<file path="src/rtl/lsu_mem_ctrl.sv">
// Load/store controller between the EXU and a handshaked memory port.
// Builds byte strobes and lane-shifted store data from size/offset, extracts
// and extends load data, and sequences each access through a
// request / wait / response FSM guarded by a timeout watchdog. Misaligned
// or illegally sized accesses are trapped without any memory traffic.
module lsu_mem_ctrl #(
    parameter int ADDR_W  = 32,
    parameter int DATA_W  = 32,
    parameter int TIMEOUT = 255
) (
    input  logic              clk,
    input  logic              rst_n,
    input  logic              req_valid,
    output logic              req_ready,
    input  logic              req_we,
    input  logic [ADDR_W-1:0] req_addr,
    input  logic [DATA_W-1:0] req_wdata,
    input  logic [1:0]        req_size,
    input  logic              req_signed,
    output logic              rsp_valid,
    input  logic              rsp_ready,
    output logic [DATA_W-1:0] rsp_rdata,
    output logic [1:0]        rsp_err,
    output logic              mem_req_valid,
    input  logic              mem_req_ready,
    output logic              mem_we,
    output logic [ADDR_W-1:0] mem_addr,
    output logic [DATA_W-1:0] mem_wdata,
    output logic [DATA_W/8-1:0] mem_wstrb,
    input  logic              mem_rsp_valid,
    input  logic [DATA_W-1:0] mem_rdata
);

    localparam int STRB_W = DATA_W / 8;
    localparam int OFF_W  = $clog2(STRB_W);
    localparam int TMR_W  = $clog2(TIMEOUT + 1);

    localparam logic [1:0] ERR_OK       = 2'b00;
    localparam logic [1:0] ERR_MISALIGN = 2'b01;
    localparam logic [1:0] ERR_TIMEOUT  = 2'b10;

    typedef enum logic [1:0] {
        ST_IDLE,
        ST_REQ,
        ST_WAIT,
        ST_RESP
    } state_e;

    state_e              state_q, state_d;
    logic                we_q, we_d;
    logic [1:0]          size_q, size_d;
    logic                sgn_q, sgn_d;
    logic [OFF_W-1:0]    off_q, off_d;
    logic [ADDR_W-1:0]   addr_q, addr_d;
    logic [DATA_W-1:0]   wdata_q, wdata_d;
    logic [STRB_W-1:0]   wstrb_q, wstrb_d;
    logic [DATA_W-1:0]   rdata_q, rdata_d;
    logic [1:0]          err_q, err_d;
    logic [TMR_W-1:0]    timer_q, timer_d;

    logic                accept;
    logic [OFF_W-1:0]    req_off;

    // Access is legal when the size fits the bus and the offset is a
    // multiple of the access width.
    function automatic logic access_ok(input logic [OFF_W-1:0] off,
                                       input logic [1:0]       size);
        logic [OFF_W-1:0] ones;
        ones = '1;
        if ((DATA_W < 64) && (size == 2'b11)) begin
            return 1'b0;
        end
        return (off & ~(ones << size)) == '0;
    endfunction

    // One strobe bit per byte of the access, moved up to the byte offset.
    function automatic logic [STRB_W-1:0] strobe_gen(input logic [OFF_W-1:0] off,
                                                     input logic [1:0]       size);
        logic [STRB_W-1:0] ones;
        ones = '1;
        return ~(ones << (1 << size)) << off;
    endfunction

    // Store data is LSB-justified on the request side; move it to its lanes.
    function automatic logic [DATA_W-1:0] lane_shift(input logic [DATA_W-1:0] data,
                                                     input logic [OFF_W-1:0]  off);
        return data << {off, 3'b000};
    endfunction

    // Bring the addressed bytes down to bit 0, keep 8<<size bits and extend.
    // Extension is done by parking the field at the top of the word and
    // shifting back down, arithmetically for signed loads.
    function automatic logic [DATA_W-1:0] load_extend(input logic [DATA_W-1:0] raw,
                                                      input logic [OFF_W-1:0]  off,
                                                      input logic [1:0]        size,
                                                      input logic              sgn);
        logic        [DATA_W-1:0] lane;
        logic signed [DATA_W-1:0] top;
        int                       pad;
        lane = raw >> {off, 3'b000};
        pad  = DATA_W - (8 << size);
        if (pad < 0) begin
            pad = 0;
        end
        top = $signed(lane << pad);
        if (sgn) begin
            return $unsigned(top >>> pad);
        end
        return (lane << pad) >> pad;
    endfunction

    assign accept  = req_valid & req_ready;
    assign req_off = req_addr[OFF_W-1:0];

    // Next-state and datapath capture for the access sequencer.
    always_comb begin
        state_d = state_q;
        we_d    = we_q;
        size_d  = size_q;
        sgn_d   = sgn_q;
        off_d   = off_q;
        addr_d  = addr_q;
        wdata_d = wdata_q;
        wstrb_d = wstrb_q;
        rdata_d = rdata_q;
        err_d   = err_q;
        timer_d = timer_q;

        case (state_q)
            ST_IDLE: begin
                if (accept) begin
                    we_d    = req_we;
                    size_d  = req_size;
                    sgn_d   = req_signed;
                    off_d   = req_off;
                    addr_d  = {req_addr[ADDR_W-1:OFF_W], {OFF_W{1'b0}}};
                    wdata_d = lane_shift(req_wdata, req_off);
                    wstrb_d = strobe_gen(req_off, req_size);
                    rdata_d = '0;
                    timer_d = '0;
                    if (access_ok(req_off, req_size)) begin
                        err_d   = ERR_OK;
                        state_d = ST_REQ;
                    end else begin
                        err_d   = ERR_MISALIGN;
                        state_d = ST_RESP;
                    end
                end
            end
            ST_REQ: begin
                if (mem_req_ready) begin
                    timer_d = '0;
                    state_d = ST_WAIT;
                end
            end
            ST_WAIT: begin
                timer_d = timer_q + TMR_W'(1);
                // A response in the last allowed cycle still beats the watchdog.
                if (mem_rsp_valid) begin
                    err_d   = ERR_OK;
                    rdata_d = we_q ? '0 : load_extend(mem_rdata, off_q, size_q, sgn_q);
                    state_d = ST_RESP;
                end else if (timer_q == TMR_W'(TIMEOUT - 1)) begin
                    err_d   = ERR_TIMEOUT;
                    rdata_d = '0;
                    state_d = ST_RESP;
                end
            end
            ST_RESP: begin
                if (rsp_ready) begin
                    state_d = ST_IDLE;
                end
            end
            default: begin
                state_d = ST_IDLE;
            end
        endcase
    end

    // State and captured-access registers; reset abandons any transaction.
    always_ff @(posedge clk or negedge rst_n) begin
        if (!rst_n) begin
            state_q <= ST_IDLE;
            we_q    <= 1'b0;
            size_q  <= 2'b00;
            sgn_q   <= 1'b0;
            off_q   <= '0;
            addr_q  <= '0;
            wdata_q <= '0;
            wstrb_q <= '0;
            rdata_q <= '0;
            err_q   <= ERR_OK;
            timer_q <= '0;
        end else begin
            state_q <= state_d;
            we_q    <= we_d;
            size_q  <= size_d;
            sgn_q   <= sgn_d;
            off_q   <= off_d;
            addr_q  <= addr_d;
            wdata_q <= wdata_d;
            wstrb_q <= wstrb_d;
            rdata_q <= rdata_d;
            err_q   <= err_d;
            timer_q <= timer_d;
        end
    end

    assign req_ready     = (state_q == ST_IDLE);
    assign rsp_valid     = (state_q == ST_RESP);
    assign mem_req_valid = (state_q == ST_REQ);
    assign mem_we        = we_q;
    assign mem_addr      = addr_q;
    assign mem_wdata     = wdata_q;
    assign mem_wstrb     = wstrb_q;
    assign rsp_rdata     = rdata_q;
    assign rsp_err       = err_q;

endmodule
</file>
<file path="config.mk">
export PLATFORM = sky130hd
export DESIGN_NAME = lsu_mem_ctrl
export DESIGN_NICKNAME = d
export VERILOG_FILES = /design/src/rtl/lsu_mem_ctrl.sv
export SDC_FILE = /design/constraint.sdc
export NUM_CORES = 1
export LEC_CHECK = 0
export ABC_CLOCK_PERIOD_IN_PS = 2200
export BUFFER_PORTS_ARGS = -buffer_cell sky130_fd_sc_hd__buf_2
export CORE_ASPECT_RATIO = 1.75
export CORE_MARGIN = 2
export CORE_UTILIZATION = 24
export CTS_CLUSTER_DIAMETER = 150
export DETAILED_ROUTE_END_ITERATION = 8
export PLACE_DENSITY = 0.54
export SLEW_MARGIN = 30
export SYNTH_ARGS = -nofsm -noshare
export SYNTH_HDL_FRONTEND = slang
export SYNTH_SLANG_ARGS = --single-unit
</file>
<file path="constraint.sdc">
create_clock -name clk -period 2.2 [get_ports clk]
set_input_delay 0.44 -clock clk [delete_from_list [all_inputs] [get_ports clk]]
set_output_delay 0.44 -clock clk [all_outputs]
set_load 0.03 [all_outputs]
</file>
## Word level (Yosys, flattened, before mapping)

Cells that the tools add are included.

| storage, ports and cells | value |
|---|---|
| flip-flop bits (word level) | 116 |
| input port bits | 106 |
| output and inout bits | 106 |
| word-level logic and storage cells | 80 |

| cells by class | value |
|---|---|
| add/sub/neg operators | 2 |
| order comparisons | 1 |
| equal/unequal tests | 9 |
| shift-type cells | 10 |
| mux-type cells | 35 |
| bitwise gates (word level) | 4 |
| reductions and logical operators | 8 |

Operators by type and width:

| operator | number |
|---|---|
| 32-bit two-way mux | 9 |
| 32-bit one-hot mux with 2 select lines | 1 |
| 32-bit by 1-bit less-than comparator with 1-bit output (second input constant) | 1 |
| 1-bit by 2-bit << shifter with 32-bit output (first input constant) | 1 |
| 32-bit by 32-bit << shifter with 32-bit output | 1 |
| 32-bit by 5-bit << shifter with 32-bit output | 1 |
| 4-bit by 2-bit << shifter with 32-bit output (first input constant) | 1 |
| 4-bit by 32-bit << shifter with 4-bit output (first input constant) | 1 |
| 32-bit by 32-bit >> shifter with 32-bit output | 1 |
| 32-bit by 5-bit >> shifter with 32-bit output | 1 |
| 32-bit by 32-bit >>> shifter with 32-bit output | 1 |
| 7-bit by 32-bit subtractor with 32-bit output (first input constant) | 1 |
| 8-bit one-hot mux with 3 select lines | 1 |
| 2-bit two-way mux | 9 |
| 8-bit two-way mux | 2 |
| 1-bit two-way mux | 11 |
| 8-bit by 1-bit adder with 8-bit output (second input constant) | 1 |
| 8-bit equality test (second input constant) | 1 |
| 2-bit one-hot mux with 4 select lines | 1 |
| 2-bit equality test (second input constant) | 3 |
| 2-bit by 1-bit inequality test with 1-bit output (second input constant) | 3 |
| 3-bit AND reduction | 2 |
| 2-bit logical NOT | 2 |
| 4-bit NOT | 1 |
| 12 further kinds | 12 |

## Longest topological paths before layout

Gate-level depths: netlist (run 1).

| depth | value |
|---|---|
| depth after elaboration | 13 |
| gate-level depth with buffers | 7 |
| mapped depth without buffers | 6 |

## Least setup slack after synthesis (run 1)

OpenSTA, ideal clock, no wires.

| timing | value |
|---|---|
| path type | reg2reg |
| start | reg state_q[0] |
| end | reg timer_q[7] |
| setup time | 0.066 ns |
| data arrival time | 1.978 ns |
| required time | 2.134 ns |
| setup slack | 0.156 ns |
| stages on the path, launching flop included | 7 |
| buffers on the path | 0 |
| period minus slack after synthesis | 2.044 ns |
| path through | dfrtp_1 inv_1 ha_1 nor2b_4 or4_4 or4_1 nand2_1 |

| between the ends | value |
|---|---|
| word-level cells in the longest chain between the ends | 4 |
| elaborated cells on any way between the ends | 9 |
| those cells by class | eq/ne (4); mux (1); bitwise (1); reduce/logical (3) |

Ends and longest elaborated chain:

| item | RTL line | text |
|---|---|---|
| start: declaration | 49 | `state_e state_q, state_d;` |
| start signal: assignment | 195 | `state_q <= state_d;` |
| 2-bit logical NOT * | 209 | `assign req_ready = (state_q == ST_IDLE);` |
| named net req_ready | 14 | `output logic req_ready,` |
| 1-bit bitwise AND | 112 | `assign accept = req_valid & req_ready;` |
| 2-bit by 1-bit inequality test with 1-bit output (no line) | -- |  |
| 3-bit AND reduction (no line) | -- |  |
| end signal: assignment | 205 | `timer_q <= timer_d;` |
| end: declaration | 59 | `logic [TMR_W-1:0] timer_q, timer_d;` |

The timed path passes the listed nets; every way through them passes the cells marked *.
A chain may end at the register's enable or synchronous reset.

## Final worst setup path (run 1)

| timing | value |
|---|---|
| start | reg state_q[0] |
| end | reg rdata_q[27], in the netlist rsp_rdata[27] |

| between the ends | value |
|---|---|
| word-level cells in the longest chain between the ends | 4 |
| elaborated cells on any way between the ends | 8 |
| those cells by class | eq/ne (3); mux (1); bitwise (1); reduce/logical (3) |

Ends and longest elaborated chain:

| item | RTL line | text |
|---|---|---|
| 2-bit logical NOT | 129, 209 |  |
| 1-bit bitwise AND | 112 |  |
| 2-bit by 1-bit inequality test with 1-bit output (no line) | -- |  |
| 3-bit AND reduction (no line) | -- |  |
| end signal: assignment | 203 | `rdata_q <= rdata_d;` |
| end: declaration | 57 | `logic [DATA_W-1:0] rdata_q, rdata_d;` |

Several ways; a longest one is shown, not always the timed one.

==> impl_metrics.env, run 1 <==
export IMPL_drv_slew=0
export IMPL_fin_hold_ws_ps=229.7
export IMPL_grt_pass1_vias=4957
export IMPL_rows=74
export IMPL_async_flop_share=1.000
export IMPL_grt_setup_unrepaired="no"
export IMPL_crit_type="reg -> reg"
export IMPL_cp_slowest_cell="a211oi_4"
export IMPL_power_frac_seq=0.288
export IMPL_numClockSinks=116
export IMPL_pre_cts_slack_ps=148.1
export IMPL_finalCritPeriodShare=0.9275
export IMPL_wirelength_um=17530
export IMPL_vias=4712
export IMPL_pwr_share_comb=0.462
export IMPL_endpoint_kind="register"
export IMPL_drtAntennaViolNets=0
export IMPL_dieArea_sq_um=24920
export IMPL_tightest_slew_ps=743.2
export IMPL_die_w_um=120.2
export IMPL_final_nets=833
export IMPL_ioPinCount=212
export IMPL_finalHoldViolCount=0
export IMPL_core_sq_um=23240
export IMPL_clkLatencyLatePin_ps=420
export IMPL_slew_headroom=0.5035
export IMPL_hold_depth=2
export IMPL_totalPowerFinal_mw=12.42
export IMPL_ys_types=56
export IMPL_viasPerCell=4.535
export IMPL_p_per_area_nw_per_um2=1598
export IMPL_grt_pass1_wl_um=27860
export IMPL_numCtsBuffers=17
export IMPL_areaGrowthSynthToFinish_pct=37.11
export IMPL_critPathRequiredTime_ps=2550
export IMPL_final_layout_size_suffix_gt1_frac=0.4134
export IMPL_synth_top_area_cell="dfrtp_1"
export IMPL_setup_ws_ps=159.4
export IMPL_dp_hpwl_um=13680
export IMPL_clock_fmax_mhz=490.1
export IMPL_place_congestion=0.7991
export IMPL_swShare=0.4244
export IMPL_ys_seq_area_frac=0.5119
export IMPL_antenna_found_initial=2
export IMPL_fin_setup_tns_ps=0
export IMPL_synth_seq_cells=116
export IMPL_clockBufferDepth=2
export IMPL_reg2reg_depth=6
export IMPL_min_period_ps=2041
export IMPL_leakagePower_nw=3.844
export IMPL_drtIter0Drc=205
export IMPL_clkTransAtPathRegs_ps=50
export IMPL_die_h_um=207.3
export IMPL_synthCells=512
export IMPL_setup_violations=0
export IMPL_synth_top_flop_cell="dfrtp_1"
export IMPL_htreeDepth=4
export IMPL_drcViolationCount=0
export IMPL_peakVddDrop_mv=0.5298
export IMPL_p_switching_mw=5.271
export IMPL_dr_pass1_iters=4
export IMPL_synth_area_leaders="dfrtp_1 51%, mux2_2 7.1%, mux2i_1 6.7%"
export IMPL_synth_edf_count=0
export IMPL_postCtsSetupBuffers=0
export IMPL_port_buffers=209
export IMPL_clockRootBuffer="clkbuf_16"
export IMPL_placed_cells=1005
export IMPL_worstPathMaxFanout=16
export IMPL_clock_skew_ps=8.379
export IMPL_hold_class="in -> reg"
export IMPL_fin_cells=1039
export IMPL_synth_top_area_share=0.5119
export IMPL_grt_max_degree=60
export IMPL_clock_power_share=0.250
export IMPL_synth_area_per_cell_sq_um=11.08
export IMPL_arrival_ps=2390
export IMPL_globalRouteOverflowTotal=0
export IMPL_start_util=0.2440
export IMPL_cp_cell_sequence="inv_1 -> ha_1 -> or2b_1 -> nand4b_2 -> a211oi_4 -> a22o_1"
export IMPL_internal_power_mw=7.149
export IMPL_cp_start_kind="register"
export IMPL_wl_per_cell_um=16.88
export IMPL_status="completed"
export IMPL_grt_usage=0.1463
export IMPL_cts_tree="yes"
export IMPL_maxCapViolCount=0
export IMPL_layout_common_cells="208 x buf_2, 116 x dfrtp_1, 57 x nand2_1"
export IMPL_final_common_cell="buf_2"
export IMPL_cp_slowest_stage_delay_ps=590
export IMPL_yosys_warnings=0
export IMPL_cts_resized_gates=0
export IMPL_syn_area_sq_um=5670
cells in the mapped netlist, types with 11 or more instances:
| library cell | n |
|---|---|
| dfrtp_1 | 116 |
| nand2_1 | 58 |
| mux2i_1 | 38 |
| mux2_2 | 36 |
| o21ai_0 | 32 |
| a21oi_1 | 28 |
| a22o_1 | 26 |
| clkbuf_1 | 21 |
| nor2_1 | 17 |
| nor2b_1 | 13 |
| a211oi_1 | 11 |
registers in the layout, summed over array words and instances, names as in the netlist, 4 cells and up:
register / cells
mem_addr: 30
mem_wdata: 32
timer_q: 8
rsp_rdata: 32
mem_wstrb: 4
cell type report:
| class | count | area [sq um] |
|---|---|---|
| inverters | 7 | 26.28 |
| fillers | 2409 | 15460 |
| clock buffers | 23 | 488.0 |
| flip-flops and latches | 116 | 2903 |
| repair buffers | 226 | 1229 |
| well taps | 304 | 380.4 |
| diodes | 2 | 5.005 |
| multi-input cells | 353 | 2572 |
| clock inverters | 8 | 171.4 |
metal layers:
metal | routed length, um | vias to the layer above | part of all wire | global-route usage
met3 | 748 | 21 | 0.043 | 0.03462
met1 | 6434 | 2292 | 0.37 | 0.1513
li1 | - | 2285 | - | -
met2 | 9961 | 114 | 0.57 | 0.2739
met4 | 389 | 0 | 0.022 | 0.06491
met5 | 0 | - | 0 | 0
worst max-delay path: cells and delay by family (launching register included):
family                     cells  cell delay, ps
buffers and inverters          1              80
AOI/OAI and AO/OA              2             810
and+or+nand+nor                2             420
adders and majority gates      1             250
DFF                            1             400
through the flow:
stage	utilization	instance area (sq um)
2_1_floorplan	-	5674
3_3_place_gp	0.3055	7101
3_5_place_dp	0.3055	7101
4_1_cts	0.3343	7770
5_1_grt	0.3343	7770
6_report	0.3346	7775
power by group through the flow:
stage	Clock, mW	Combinational (mW)	Sequential (mW)
finish	3.10	5.74	3.57
global route	3.27	6.20	3.70
CTS	3.19	5.84	3.60
detailed placement	0	5.83	3.62
global placement	0	5.78	3.62
floorplan	0	2.41	5.13
final timing paths:
check                        startpoint            end  slack (ps)
max reg2reg                  state_q[0]  rsp_rdata[27]         160
max in group asynchronous         rst_n  rsp_rdata[27]        1210
min reg2reg                mem_wstrb[1]   mem_wstrb[1]         470
min                        req_addr[24]   mem_addr[24]         230
min in group asynchronous         rst_n  mem_wdata[31]         410
max                          state_q[0]  rsp_rdata[27]         160
kinds of logic after synthesis:
group | synth area share
AOI/OAI and AO/OA | 0.1620
DFF | 0.5119
adders and majority gates | 0.01324
buffers and inverters | 0.03641
muxes | 0.1631
xor gates and xnor gates | 0.001545
other | 0.0006613
and+or+nand+nor | 0.1112
timing repair:
action / CTS / global route
hold endpoints to repair: 9 / 0
hold buffers: 1 / 0
setup endpoints to repair: 0 / 0
No activity file was read; power rests on OpenSTA's default activity.
==> inputs of run 2 (changes only) <==
--- a/config.mk
+++ b/config.mk
@@ -9,10 +9,10 @@
 export BUFFER_PORTS_ARGS = -buffer_cell sky130_fd_sc_hd__buf_2
 export CORE_ASPECT_RATIO = 1.75
 export CORE_MARGIN = 2
-export CORE_UTILIZATION = 24
+export CORE_UTILIZATION = 45
 export CTS_CLUSTER_DIAMETER = 150
 export DETAILED_ROUTE_END_ITERATION = 8
-export PLACE_DENSITY = 0.54
+export PLACE_DENSITY = 0.83
 export SLEW_MARGIN = 30
 export SYNTH_ARGS = -nofsm -noshare
 export SYNTH_HDL_FRONTEND = slang
==> run 2 against run 1 <==
  * Via count rose by 4.8%
  * Clock skew rose by 0.71 ps
  * Sequential power grew 2%
  * Cell area shrank 2.7%
  * Critical endpoint is now timer_q[7]
  * Highest routed layer unchanged
==> impl_metrics.env, run 2 (synthesized netlist as in run 1, its figures left out) <==
export IMPL_status="completed"
export IMPL_drtIter0Drc=241
export IMPL_reg2reg_depth=6
export IMPL_min_period_ps=2025
export IMPL_viasPerCell=5.466
export IMPL_leakagePower_nw=3.827
export IMPL_totalPowerFinal_mw=12.20
export IMPL_htreeDepth=4
export IMPL_ioPinCount=212
export IMPL_port_buffers=209
export IMPL_clock_fmax_mhz=493.8
export IMPL_layout_common_cells="208 x buf_2, 116 x dfrtp_1, 57 x nand2_1"
export IMPL_setup_violations=0
export IMPL_fin_setup_tns_ps=0
export IMPL_cp_cell_sequence="inv_1 -> ha_1 -> nor2b_4 -> or4_4 -> or4_1 -> nand2_1"
export IMPL_grt_setup_unrepaired="no"
export IMPL_setup_ws_ps=175.1
export IMPL_clkTransAtPathRegs_ps=60
export IMPL_crit_type="reg -> reg"
export IMPL_cp_slowest_cell="or4_4"
export IMPL_pre_cts_slack_ps=186.2
export IMPL_wl_per_cell_um=17.55
export IMPL_min_from="req_addr[24]"
export IMPL_r2r_start="state_q[0]"
export IMPL_grt_pass1_vias=5077
export IMPL_finalHoldViolCount=0
export IMPL_dieArea_sq_um=13550
export IMPL_cts_resized_gates=0
export IMPL_endpoint_kind="register"
export IMPL_die_w_um=88.86
export IMPL_placed_cells=871
export IMPL_hold_buffers=1
export IMPL_dr_pass1_iters=4
export IMPL_arrival_ps=2360
export IMPL_grt_pass1_wl_um=25030
export IMPL_fin_area_sq_um=7569
export IMPL_hold_end="mem_addr[24]"
export IMPL_grt_max_degree=50
export IMPL_routed_top_layer="met4"
export IMPL_die_h_um=152.5
export IMPL_clock_skew_ps=9.093
export IMPL_drv_slew=0
export IMPL_hold_class="in -> reg"
export IMPL_clockRootBuffer="clkbuf_16"
export IMPL_worstPathMaxFanout=6
export IMPL_crit_start="state_q[0]"
export IMPL_dp_hpwl_um=12150
export IMPL_final_common_cell="buf_2"
export IMPL_p_per_area_nw_per_um2=1613
export IMPL_postCtsSetupBuffers=0
export IMPL_start_util=0.4586
export IMPL_fillers=1034
export IMPL_final_nets=835
export IMPL_globalRouteOverflowTotal=0
export IMPL_peakVddDrop_mv=0.9033
export IMPL_critPathRequiredTime_ps=2530
export IMPL_vias=4936
export IMPL_route_met2_wl_um=8674
export IMPL_r2r_end="timer_q[7]"
export IMPL_core_sq_um=12360
export IMPL_antenna_cells=0
export IMPL_m1WireLength_um=5639
export IMPL_tightest_slew_ps=699.2
export IMPL_drtAntennaViolNets=0
export IMPL_areaGrowthSynthToFinish_pct=33.47
export IMPL_fin_hold_ws_ps=255.7
export IMPL_cp_start_kind="register"
export IMPL_critPathBufInv=1
export IMPL_wirelength_um=15840
export IMPL_numCtsBuffers=17
export IMPL_grt_usage=0.2368
export IMPL_numClockSinks=116
export IMPL_place_congestion=0.9161
export IMPL_rows=54
export IMPL_fin_cells=903
export IMPL_critical_path_top_delay_family="simple AND/OR/NAND/NOR gates"
export IMPL_clkLatencyLatePin_ps=400
export IMPL_r2r_slack_ps=180
export IMPL_clockBufferDepth=2
export IMPL_placed_cell_area_sq_um=6945
export IMPL_cts_tree="yes"
export IMPL_drcViolationCount=0
export IMPL_maxCapViolCount=0
export IMPL_cp_slowest_stage_delay_ps=550
export IMPL_hold_depth=2
export IMPL_final_layout_size_suffix_gt1_frac=0.4163
export IMPL_post_route_util=0.6121
export IMPL_slew_headroom=0.5338
export IMPL_finalCritPeriodShare=0.9204
export IMPL_wl_met3_um=914
export IMPL_antenna_found_initial=0
==> run 2: worst reg2reg max path, delay by kind of cell (launching register included) <==
| family | cells | cell delay (ps) |
|---|---|---|
| AND/OR/NAND/NOR | 4 | 1220 |
| adder cells (fa/ha/maj) | 1 | 280 |
| flip-flops | 1 | 390 |
| buffers and inverters | 1 | 80 |
==> run 2: final cells by class <==
cell class / count / area (sq um) / area share
tap: 168 / 210.2 / 0.02777
inverter: 7 / 26.28 / 0.003472
clock buffer: 18 / 429.2 / 0.05670
clock inverter: 13 / 183.9 / 0.02430
sequential: 116 / 2903 / 0.3835
timing repair buffer: 228 / 1244 / 0.1643
multi-input combinational: 353 / 2572 / 0.3399
==> run 2: layer usage <==
metal	vias to the layer above	track usage
met3	42	0.06013
met4	0	0.1255
li1	2266	-
met1	2428	0.2544
met5	-	0
met2	200	0.4112
==> run 2: worst max path at each step <==
stage,slack [ps],cells past startpoint,to
6_report,180,6,timer_q[7]
4_1_cts,180,6,timer_q[7]
5_1_grt,80,7,rsp_rdata[27]
3_5_place_dp,190,6,timer_q[7]
2_1_floorplan,160,6,timer_q[7]
3_3_place_gp,270,6,timer_q[7]
==> run 2: where the power goes <==
| part | switching [mW] | internal [mW] | total (mW) |
|---|---|---|---|
| sequential | 0.611 | 3.03 | 3.65 |
| combinational | 3.70 | 2.00 | 5.70 |
| clock | 0.973 | 1.89 | 2.86 |
